## config.mk

```make
export PLATFORM = sky130hd
export DESIGN_NAME = result_uart_tx
export DESIGN_NICKNAME = d
export VERILOG_FILES = /design/src/rtl/result_uart_pkg.sv /design/src/rtl/sync_fifo.sv /design/src/rtl/result_uart_tx.sv
export SDC_FILE = /design/constraint.sdc
export NUM_CORES = 1
export LEC_CHECK = 0
export BUFFER_PORTS_ARGS = -buffer_cell sky130_fd_sc_hd__buf_2
export CORE_MARGIN = 2
export CORE_UTILIZATION = 34
export CTS_BUF_LIST = sky130_fd_sc_hd__clkbuf_16
export DETAILED_ROUTE_END_ITERATION = 8
export GPL_TIMING_DRIVEN = 0
export PLACE_DENSITY = 0.51
export REMOVE_ABC_BUFFERS = 1
export SLEW_MARGIN = 20
export SYNTH_ARGS = -nofsm -noshare
export SYNTH_HDL_FRONTEND = slang
export SYNTH_SLANG_ARGS = --single-unit
export TNS_END_PERCENT = 30
```

## constraint.sdc

```tcl
create_clock -name clk -period 4.1 [get_ports clk]
set_clock_uncertainty 0.2 [all_clocks]
set_input_delay 0.41 -clock clk [delete_from_list [all_inputs] [get_ports clk]]
set_output_delay 0.41 -clock clk [all_outputs]
set_load 0.02 [all_outputs]
```

## src/rtl/result_uart_pkg.sv

```systemverilog
// rtl/result_uart_pkg.sv - shared types and constants for the result UART transmitter
package result_uart_pkg;

  typedef enum logic [1:0] {
    ST_IDLE  = 2'd0,
    ST_START = 2'd1,
    ST_DATA  = 2'd2,
    ST_STOP  = 2'd3
  } uart_state_e;

  localparam logic UART_START_BIT     = 1'b0;
  localparam logic UART_STOP_BIT      = 1'b1;
  localparam int   UART_BITS_PER_BYTE = 8;
  localparam int   RESULT_WIDTH       = 16;

endpackage

```

## src/rtl/sync_fifo.sv

```systemverilog
// rtl/sync_fifo.sv - first-word-fall-through synchronous FIFO with occupancy count
module sync_fifo #(
  parameter int WIDTH = 16,
  parameter int DEPTH = 16
) (
  input  logic                     clk,
  input  logic                     reset_n,
  input  logic                     push,
  input  logic                     pop,
  input  logic [WIDTH-1:0]         wdata,
  output logic [WIDTH-1:0]         rdata,
  output logic                     full,
  output logic                     empty,
  output logic [$clog2(DEPTH):0]   count
);

  localparam int AW = $clog2(DEPTH);

  logic [WIDTH-1:0] mem [DEPTH];
  logic [AW-1:0]    wr_ptr_q, rd_ptr_q;
  logic [AW:0]      count_q, count_d;
  logic             push_ok, pop_ok;

  assign full  = (count_q == (AW+1)'(DEPTH));
  assign empty = (count_q == '0);
  assign count = count_q;
  assign rdata = mem[rd_ptr_q];

  // A push into a full FIFO is only accepted when a pop frees the slot on the same edge.
  assign pop_ok  = pop & ~empty;
  assign push_ok = push & (~full | pop_ok);

  always_comb begin
    count_d = count_q;
    if (push_ok && !pop_ok) count_d = count_q + 1'b1;
    else if (pop_ok && !push_ok) count_d = count_q - 1'b1;
  end

  always_ff @(posedge clk or negedge reset_n) begin
    if (!reset_n) begin
      wr_ptr_q <= '0;
      rd_ptr_q <= '0;
      count_q  <= '0;
    end else begin
      if (push_ok) wr_ptr_q <= wr_ptr_q + 1'b1;
      if (pop_ok)  rd_ptr_q <= rd_ptr_q + 1'b1;
      count_q <= count_d;
    end
  end

  always_ff @(posedge clk) begin
    if (push_ok) mem[wr_ptr_q] <= wdata;
  end

endmodule

```

## src/rtl/result_uart_tx.sv

```systemverilog
// rtl/result_uart_tx.sv - captures result words on ready rising edges and sends them as two 8N1 bytes
module result_uart_tx
  import result_uart_pkg::*;
#(
  parameter int CLKS_PER_BIT = 434,
  parameter int FIFO_DEPTH   = 16
) (
  input  logic                          clk,
  input  logic                          reset_n,
  input  logic [RESULT_WIDTH-1:0]       data_in,
  input  logic                          data_ready,
  input  logic                          clr_overflow,
  output logic                          uart_txd,
  output logic                          busy,
  output logic [$clog2(FIFO_DEPTH):0]   fifo_count,
  output logic                          overflow
);

  localparam int CW = (CLKS_PER_BIT > 2) ? $clog2(CLKS_PER_BIT) : 1;

  uart_state_e             state_q, state_d;
  logic [CW-1:0]           baud_q, baud_d;
  logic [2:0]              bit_idx_q, bit_idx_d;
  logic                    byte_sel_q, byte_sel_d;
  logic [7:0]              shift_q, shift_d;
  logic [RESULT_WIDTH-1:0] hold_q, hold_d;
  logic                    txd_q, txd_d;
  logic                    ready_prev_q;
  logic                    overflow_q, overflow_d;
  logic                    busy_q;

  logic                    fifo_push, fifo_pop, fifo_full, fifo_empty;
  logic [RESULT_WIDTH-1:0] fifo_rdata;
  logic                    baud_done, load_word;

  assign fifo_push = data_ready & ~ready_prev_q;
  assign baud_done = (baud_q == CW'(CLKS_PER_BIT-1));

  sync_fifo #(.WIDTH(RESULT_WIDTH), .DEPTH(FIFO_DEPTH)) u_fifo (
    .clk     (clk),
    .reset_n (reset_n),
    .push    (fifo_push),
    .pop     (fifo_pop),
    .wdata   (data_in),
    .rdata   (fifo_rdata),
    .full    (fifo_full),
    .empty   (fifo_empty),
    .count   (fifo_count)
  );

  always_comb begin
    state_d    = state_q;
    baud_d     = baud_q + 1'b1;
    bit_idx_d  = bit_idx_q;
    byte_sel_d = byte_sel_q;
    shift_d    = shift_q;
    hold_d     = hold_q;
    txd_d      = txd_q;
    fifo_pop   = 1'b0;
    load_word  = 1'b0;

    case (state_q)
      ST_IDLE: begin
        baud_d = '0;
        txd_d  = UART_STOP_BIT;
        if (!fifo_empty) load_word = 1'b1;
      end
      ST_START: begin
        if (baud_done) begin
          state_d   = ST_DATA;
          baud_d    = '0;
          bit_idx_d = '0;
          txd_d     = shift_q[0];
        end
      end
      ST_DATA: begin
        if (baud_done) begin
          baud_d = '0;
          if (bit_idx_q == 3'(UART_BITS_PER_BYTE-1)) begin
            state_d = ST_STOP;
            txd_d   = UART_STOP_BIT;
          end else begin
            bit_idx_d = bit_idx_q + 1'b1;
            shift_d   = {1'b0, shift_q[7:1]};
            txd_d     = shift_q[1];
          end
        end
      end
      ST_STOP: begin
        if (baud_done) begin
          baud_d = '0;
          if (!byte_sel_q) begin
            byte_sel_d = 1'b1;
            shift_d    = hold_q[7:0];
            txd_d      = UART_START_BIT;
            state_d    = ST_START;
          end else if (!fifo_empty) begin
            load_word = 1'b1;
          end else begin
            state_d = ST_IDLE;
          end
        end
      end
      default: state_d = ST_IDLE;
    endcase

    // Pop straight into the start bit so consecutive words leave no idle gap.
    if (load_word) begin
      fifo_pop   = 1'b1;
      hold_d     = fifo_rdata;
      byte_sel_d = 1'b0;
      shift_d    = fifo_rdata[15:8];
      txd_d      = UART_START_BIT;
      state_d    = ST_START;
      baud_d     = '0;
    end
  end

  always_comb begin
    overflow_d = overflow_q;
    if (fifo_push && fifo_full && !fifo_pop) overflow_d = 1'b1;
    else if (clr_overflow) overflow_d = 1'b0;
  end

  always_ff @(posedge clk or negedge reset_n) begin
    if (!reset_n) begin
      state_q      <= ST_IDLE;
      baud_q       <= '0;
      bit_idx_q    <= '0;
      byte_sel_q   <= 1'b0;
      shift_q      <= '0;
      hold_q       <= '0;
      txd_q        <= UART_STOP_BIT;
      ready_prev_q <= 1'b1;
      overflow_q   <= 1'b0;
      busy_q       <= 1'b0;
    end else begin
      state_q      <= state_d;
      baud_q       <= baud_d;
      bit_idx_q    <= bit_idx_d;
      byte_sel_q   <= byte_sel_d;
      shift_q      <= shift_d;
      hold_q       <= hold_d;
      txd_q        <= txd_d;
      ready_prev_q <= data_ready;
      overflow_q   <= overflow_d;
      busy_q       <= (state_d != ST_IDLE) | (fifo_count != '0);
    end
  end

  assign uart_txd = txd_q;
  assign busy     = busy_q;
  assign overflow = overflow_q;

endmodule

```

==> results of run 1 <==
-- worst max-delay path by stage --
| stage | start | to | cells past startpoint |
|---|---|---|---|
| final | state_q[0] | u_fifo.count[4] | 12 |
| after global routing | state_q[0] | u_fifo.count[4] | 12 |
| after CTS | state_q[0] | u_fifo.count[4] | 12 |
| after detailed placement | state_q[0] | u_fifo.count[4] | 12 |
| after global placement | u_fifo.rd_ptr_q[0] | hold_q[4] | 4 |
| after floorplan | state_q[0] | u_fifo.count[4] | 12 |
-- logic make-up (layout without fill, tap and decap cells) --
kind of cell,after synthesis,after routing,synth area share [%]
compound gates,87,88,4.86
xor+xnor,17,17,1.26
fa+ha+maj,20,20,2.07
buf+inv,45,104,1.84
flops,304,304,71.4
mux,89,89,13.1
other cells,0,1,0
simple gates,131,131,5.53
-- power by group through the flow --
stage                     clock [mW]  sequential (mW)  combinational (mW)
after floorplan                    0             3.70               0.312
after global placement             0             3.68               0.521
after detailed placement           0             3.70               0.556
after CTS                       2.93             3.63               0.560
after global routing            3.06             3.65               0.622
final                           2.85             3.64               0.560
-- critical path, stage by stage (launching register included) --
cell,delay (ns)
dfrtp_1,0.47
inv_1,0.13
ha_1,0.34
or4_4,0.62
a21oi_4,0.34
ha_1,0.31
inv_1,0.13
ha_1,0.31
nor2b_1,0.14
o21a_1,0.18
or3_1,0.31
a21oi_1,0.19
xnor2_1,0.13
-- repair_timing --
item / 4_1_cts / 5_1_grt
cloned: 0 / 1
gates resized for setup: 2 / 3
endpoints found under the setup margin: 2 / 1
pin swaps: 0 / 1
endpoints found under the hold margin: 44 / 0
hold buffers: 2 / 0
-- sequential cells by signal (all words and copies together) (netlist names), 3 cells and up --
signal,cells
u_fifo.mem,256
baud_q,9
hold_q,8
shift_q,8
u_fifo.count,5
u_fifo.rd_ptr_q,4
u_fifo.wr_ptr_q,4
bit_idx_q,3
-- area by class of cell --
class	instances	share of cell area [%]
diodes	1	0.0176
clock buffers	35	6.16
clock inverters	25	1.21
inverters	12	0.317
multi-input cells	345	24.0
flip-flops and latches	304	62.6
well taps	468	4.12
repair buffers	32	1.60
-- per-stage QoR --
stage | power [mW] | cell area, sq um | worst slack, ns
2_1_floorplan | 4.01 | 12300 | 0.360
3_3_place_gp | 4.20 | 13000 | -0.729
3_5_place_dp | 4.25 | 13100 | -0.400
4_1_cts | 7.12 | 14200 | 0.0789
5_1_grt | 7.33 | 14200 | 0.0390
6_report | 7.04 | 14200 | 0.229
-- placed cells by master (no fill, tap or decap), types with 16 or more instances in the layout --
cell       count
edfxtp_1     256
mux4_2        57
dfrtp_1       43
clkbuf_16     35
nor2_1        32
nand2_1       31
buf_2         26
nor2b_1       21
a21oi_1       20
o21ai_0       19
ha_1          18
inv_1         17
mux2i_1       17
a22oi_1       16
-- per-layer routing --
metal / vias up / track usage, %
met3: 42 / 2.31
met5: - / 0
met1: 3351 / 19.4
met2: 132 / 24.2
met4: 0 / 3.82
li1: 2812 / -
==> qor.yml, run 1 <==
worst_hold_path:
  hold_start: "clr_overflow"
  holdPathStages: 3
  hp-class: "in2reg"
  holdPathEnd: "overflow"
worst_setup_path:
  required_ns: 4.33
  cp_data_arrival_time_ns: 4.10
  crit_type: "reg2reg"
  worstPathMaxFanout: 11
  reg2regPathDepth: 12
  cp-end-kind: "flip-flop"
  critPathLaunchType: "flip-flop"
  rrSetupSlack_ns: 0.23
  timing.rr.start: "state_q[0]"
  r2r-end: "u_fifo.count[4]"
power:
  p_int_mw: 5.41
  powerDensity_mw_per_mm2: 495
  combinationalPowerShare_pct: 7.9
  switching_power_mw: 1.63
  peakVddDrop_mv: 0.281
  leakagePower_nw: 4.84
  p_clk_share_pct: 40.4
  seqPwrFrac_pct: 51.6
  p_sw_share_pct: 23.2
routing:
  vias: 6337
  dr_wl_met2_mm: 13.4
  drt-total-wl_mm: 27.0
  routed.top_layer: "met4"
  ant_nets: 0
  drt_iter0_markers: 415
  met1_length_mm: 11.9
  dr_wl_met3_mm: 1.06
  detail_route.wl_per_cell_um: 22.1
  viasPerCell: 5.19
  drcViolationCount: 0
  drt_pass1_iterations: 4
cells_and_area:
  fillers: 3278
  final_nets: 769
  drive_gt1_share_pct: 23.6
  fin_util_pct: 39.1
  areaGrowthSynthToFinish_pct: 14.1
  area.sequential_sq_mm: 0.00890
  instances_no_fill: 1222
  multi_input_area_sq_mm: 0.00340
synth:
  synth_top_area_cell: "edfxtp_1"
  synth-edff-count: 256
  synth.most_common_cell: "edfxtp_1"
  syn-cell-area_sq_mm: 0.0125
  ys_seq_area_share_pct: 71.4
  synth_top_flop_cell: "edfxtp_1"
  synth_top_area_share_pct: 61.7
  synth_cells: 693
  netlist_top_cells_area: "edfxtp_1 (62%), mux4_2 (10%), dfrtp_1 (9.2%)"
  synth_cell_type_count: 52
  async_reset_ff_share_pct: 15.8
  ys_seq_elements: 304
  synth_warnings: 0
  synth_area_per_cell_sq_um: 18.0
  synthTopCellsByCount: "edfxtp_1 (256), mux4_2 (57), dfrtp_1 (46)"
job:
  maxCapViolations: 0
clock_network:
  cts.sinks: 304
  postCtsSetupRepairBufs: 0
  cts_tree: "done"
  htreeDepth: 2
  clockBufferDepth: 3
  cts_root_buffer: "clkbuf_16"
  clk_pin_slew_worst_paths_ns: 0.06
  cts_made_buffers: 34
  clock_latency_ns: 0.51
grt:
  grt_antenna_before_repair: 0
  first_global_vias: 6730
  grt_pass1_wl_mm: 41.2
  grt_max_degree: 49
  globalRouteTotalUtil_pct: 14.3
  gr-total-overflow: 0
timing:
  rsz0062_at_grt: "false"
  fin_crit_ns: 3.87
  relSlewSlack_pct: 32.9
  fmax_mhz: 258
  whs_ns: 0.0712
  max_slew.worst_pin.slew_ns: 1.01
  finalHoldViolations: 0
  slew_violations: 0
  finalCritPeriodShare_pct: 94.4
  setup_violations: 0
  finalSetupTns_ns: 0
floorplanning:
  die_area_sq_mm: 0.0382
  ios: 28
  die_h_um: 195
  num_rows: 70
  initial_core_util_pct: 34.3
  dieWidth_um: 195
  core_sq_mm: 0.0363
place:
  gp_congestion: 0.708
  dp_cells: 1158
  io_buffers: 27
  dp_hpwl_mm: 15.2
outcome:
  outcome: "completed"
No activity file was read; power rests on OpenSTA's default activity.
==> run 2, diff against run 1 <==
PLACE_DENSITY = 0.55   (was 0.51)
==> qor.yml, run 2 (synthesized netlist as in run 1, its figures left out) <==
outcome:
  outcome: "completed"  # unchanged
timing:
  relSlewSlack_pct: 27.0  # was 32.9%
  slew_violations: 0  # unchanged
  setup_violations: 0  # unchanged
  max_slew.worst_pin.slew_ns: 1.09  # was 1.01 ns
  finalHoldViolations: 0  # unchanged
  fmax_mhz: 256  # was 258 MHz
  fin_crit_ns: 3.91  # was 3.87 ns
  rsz0062_at_grt: "false"  # unchanged
  finalSetupTns_ns: 0  # unchanged
  finalCritPeriodShare_pct: 95.4  # was 94.4%
routing:
  viasPerCell: 5.08  # was 5.19
  ant_nets: 0  # unchanged
  vias: 6184  # was 6337
  drt_iter0_markers: 400  # was 415
  drcViolationCount: 0  # unchanged
  drt-total-wl_mm: 25.8  # was 27.0 mm
  detail_route.wl_per_cell_um: 21.2  # was 22.1 um
  drt_pass1_iterations: 5  # was 4
cells_and_area:
  areaGrowthSynthToFinish_pct: 13.6  # was 14.1%
  instances_no_fill: 1218  # was 1222
  largest_reg_flops: 256  # unchanged
  drive_gt1_share_pct: 24.0  # was 23.6%
  mostFrequentLayoutCell: "edfxtp_1"  # unchanged
  layout_common_cells: "edfxtp_1 (256), mux4_2 (57), dfrtp_1 (43)"  # unchanged
  final_nets: 769  # unchanged
  antenna_cells: 0  # was 1
  top_regs: "u_fifo.mem (256), baud_q (9)"  # unchanged
  largest_register: "u_fifo.mem"  # unchanged
place:
  dp_cells: 1158  # unchanged
  gp_congestion: 0.721  # was 0.708
  dp_hpwl_mm: 14.0  # was 15.2 mm
  io_buffers: 27  # unchanged
worst_setup_path:
  critical_path_depth: 11  # was 12
  required_ns: 4.33  # about the same
  cp-endpoint: "u_fifo.count[4]"  # unchanged
  crit_type: "reg2reg"  # unchanged
  path_buf_inv: 1  # was 2
  cp_slowest_stage_delay_ns: 0.73  # was 0.62 ns
  cp_data_arrival_time_ns: 4.14  # was 4.10 ns
  critPathTopFamily: "simple AND/OR/NAND/NOR gates"  # unchanged
  critPathLaunchType: "flip-flop"  # unchanged
  slowest_stage: "nor3_1"  # was or4_4
  reg2regPathDepth: 11  # was 12
  rrSetupSlack_ns: 0.19  # was 0.23 ns
  cp-startpoint: "u_fifo.count[1]"  # was state_q[0]
  cp-end-kind: "flip-flop"  # unchanged
  r2r-end: "u_fifo.count[4]"  # unchanged
  worstPathCellList: "or4_4 -> nor3_1 -> a21oi_4 -> ha_1 -> inv_1 -> ha_1 -> nor2b_1 -> o21a_1 -> or3_1 -> a21oi_1 -> xnor2_1"  # was inv_1 -> ha_1 -> or4_4 -> a21oi_4 -> ha_1 -> inv_1 -> ha_1 -> nor2b_1 -> o21a_1 -> or3_1 -> a21oi_1 -> xnor2_1
  timing.rr.start: "u_fifo.count[1]"  # was state_q[0]
  crit_path_frequent_cell: "ha_1"  # unchanged
  worstPathMaxFanout: 11  # unchanged
job:
  maxCapViolations: 0  # unchanged
clock_network:
  htreeDepth: 2  # unchanged
  cts_made_buffers: 34  # unchanged
  cts_tree: "done"  # unchanged
  clockBufferDepth: 3  # unchanged
  postCtsSetupRepairBufs: 0  # unchanged
  clk_pin_slew_worst_paths_ns: 0.05  # was 0.06 ns
  clock_latency_ns: 0.52  # was 0.51 ns
  cts_root_buffer: "clkbuf_16"  # unchanged
  cts.sinks: 304  # unchanged
floorplanning:
  num_rows: 70  # unchanged
  initial_core_util_pct: 34.3  # unchanged
  die_area_sq_mm: 0.0382  # unchanged
  die_h_um: 195  # unchanged
  core_sq_mm: 0.0363  # unchanged
  ios: 28  # unchanged
  dieWidth_um: 195  # unchanged
grt:
  first_global_vias: 6384  # was 6730
  gr-total-overflow: 0  # unchanged
  grt_antenna_before_repair: 0  # unchanged
  grt_pass1_wl_mm: 39.6  # was 41.2 mm
  grt_max_degree: 49  # unchanged
  globalRouteTotalUtil_pct: 13.8  # was 14.3%
power:
  leakagePower_nw: 4.83  # was 4.84 nW
  peakVddDrop_mv: 0.236  # was 0.281 mV
  powerDensity_mw_per_mm2: 492  # was 495 mW/mm^2
worst_hold_path:
  hp-class: "in2reg"  # unchanged
[run 2: area by class of cell]
| cell class | instances | area, sq um |
|---|---|---|
| clock buffer | 34 | 851 |
| clock inverter | 23 | 160 |
| fill | 3255 | 22200 |
| inverter | 12 | 45.0 |
| multi-input combinational | 345 | 3390 |
| sequential | 304 | 8900 |
| tap | 468 | 586 |
| timing repair buffer | 32 | 220 |
[run 2: repair_timing]
action / CTS / global route
pin swaps: 0 / 1
hold buffers: 2 / 0
gates cloned: 0 / 1
endpoints found under the setup margin: 17 / 1
resized for setup: 2 / 1
hold endpoints to repair: 48 / 0
[run 2: how the worst min path moves through the flow]
stage / from / end / cells after the start
5_1_grt: data_in[4] / u_fifo.mem[15][4] / 1
4_1_cts: clr_overflow / overflow / 3
2_1_floorplan: reset_n / baud_q[0] / 0
6_report: clr_overflow / overflow / 3
3_5_place_dp: reset_n / bit_idx_q[2] / 1
3_3_place_gp: hold_q[7] / hold_q[7] / 1
[run 2: worst min-delay path, delay by kind of cell]
family                 cells  cell delay [ns]
buffers and inverters      1             0.10
AND/OR/NAND/NOR            1             0.11
AO/OA/AOI/OAI              1             0.10
[run 2: stage by stage]
| stage | cell area [sq um] | hold slack, ns | power [mW] | setup WS, ns | utilization (%) |
|---|---|---|---|---|---|
| detailed placement | 13100 | 0.282 | 4.24 | -0.279 | 36.0 |
| global route | 14200 | 0.0599 | 7.25 | 0.00342 | 38.9 |
| finish | 14200 | 0.0514 | 6.97 | 0.191 | 38.9 |
| CTS | 14100 | 0.0314 | 7.05 | 0.147 | 38.9 |
| floorplan | 12300 | -0.0856 | 4.01 | 0.360 | - |
| global placement | 13000 | 0.302 | 4.22 | -0.805 | 35.8 |
[run 2: layer usage]
metal / global-route usage [%] / up-vias / routed length [um]
met3: 2.23 / 42 / 795
met1: 19.5 / 3223 / 12400
met4: 3.76 / 0 / 537
li1: - / 2812 / -
met5: 0 / - / 0
met2: 22.2 / 107 / 12100
[run 2: report_power, final]
part	internal, mW	switching (mW)
Sequential	3.54	0.0948
Combinational	0.197	0.348
Clock	1.58	1.21
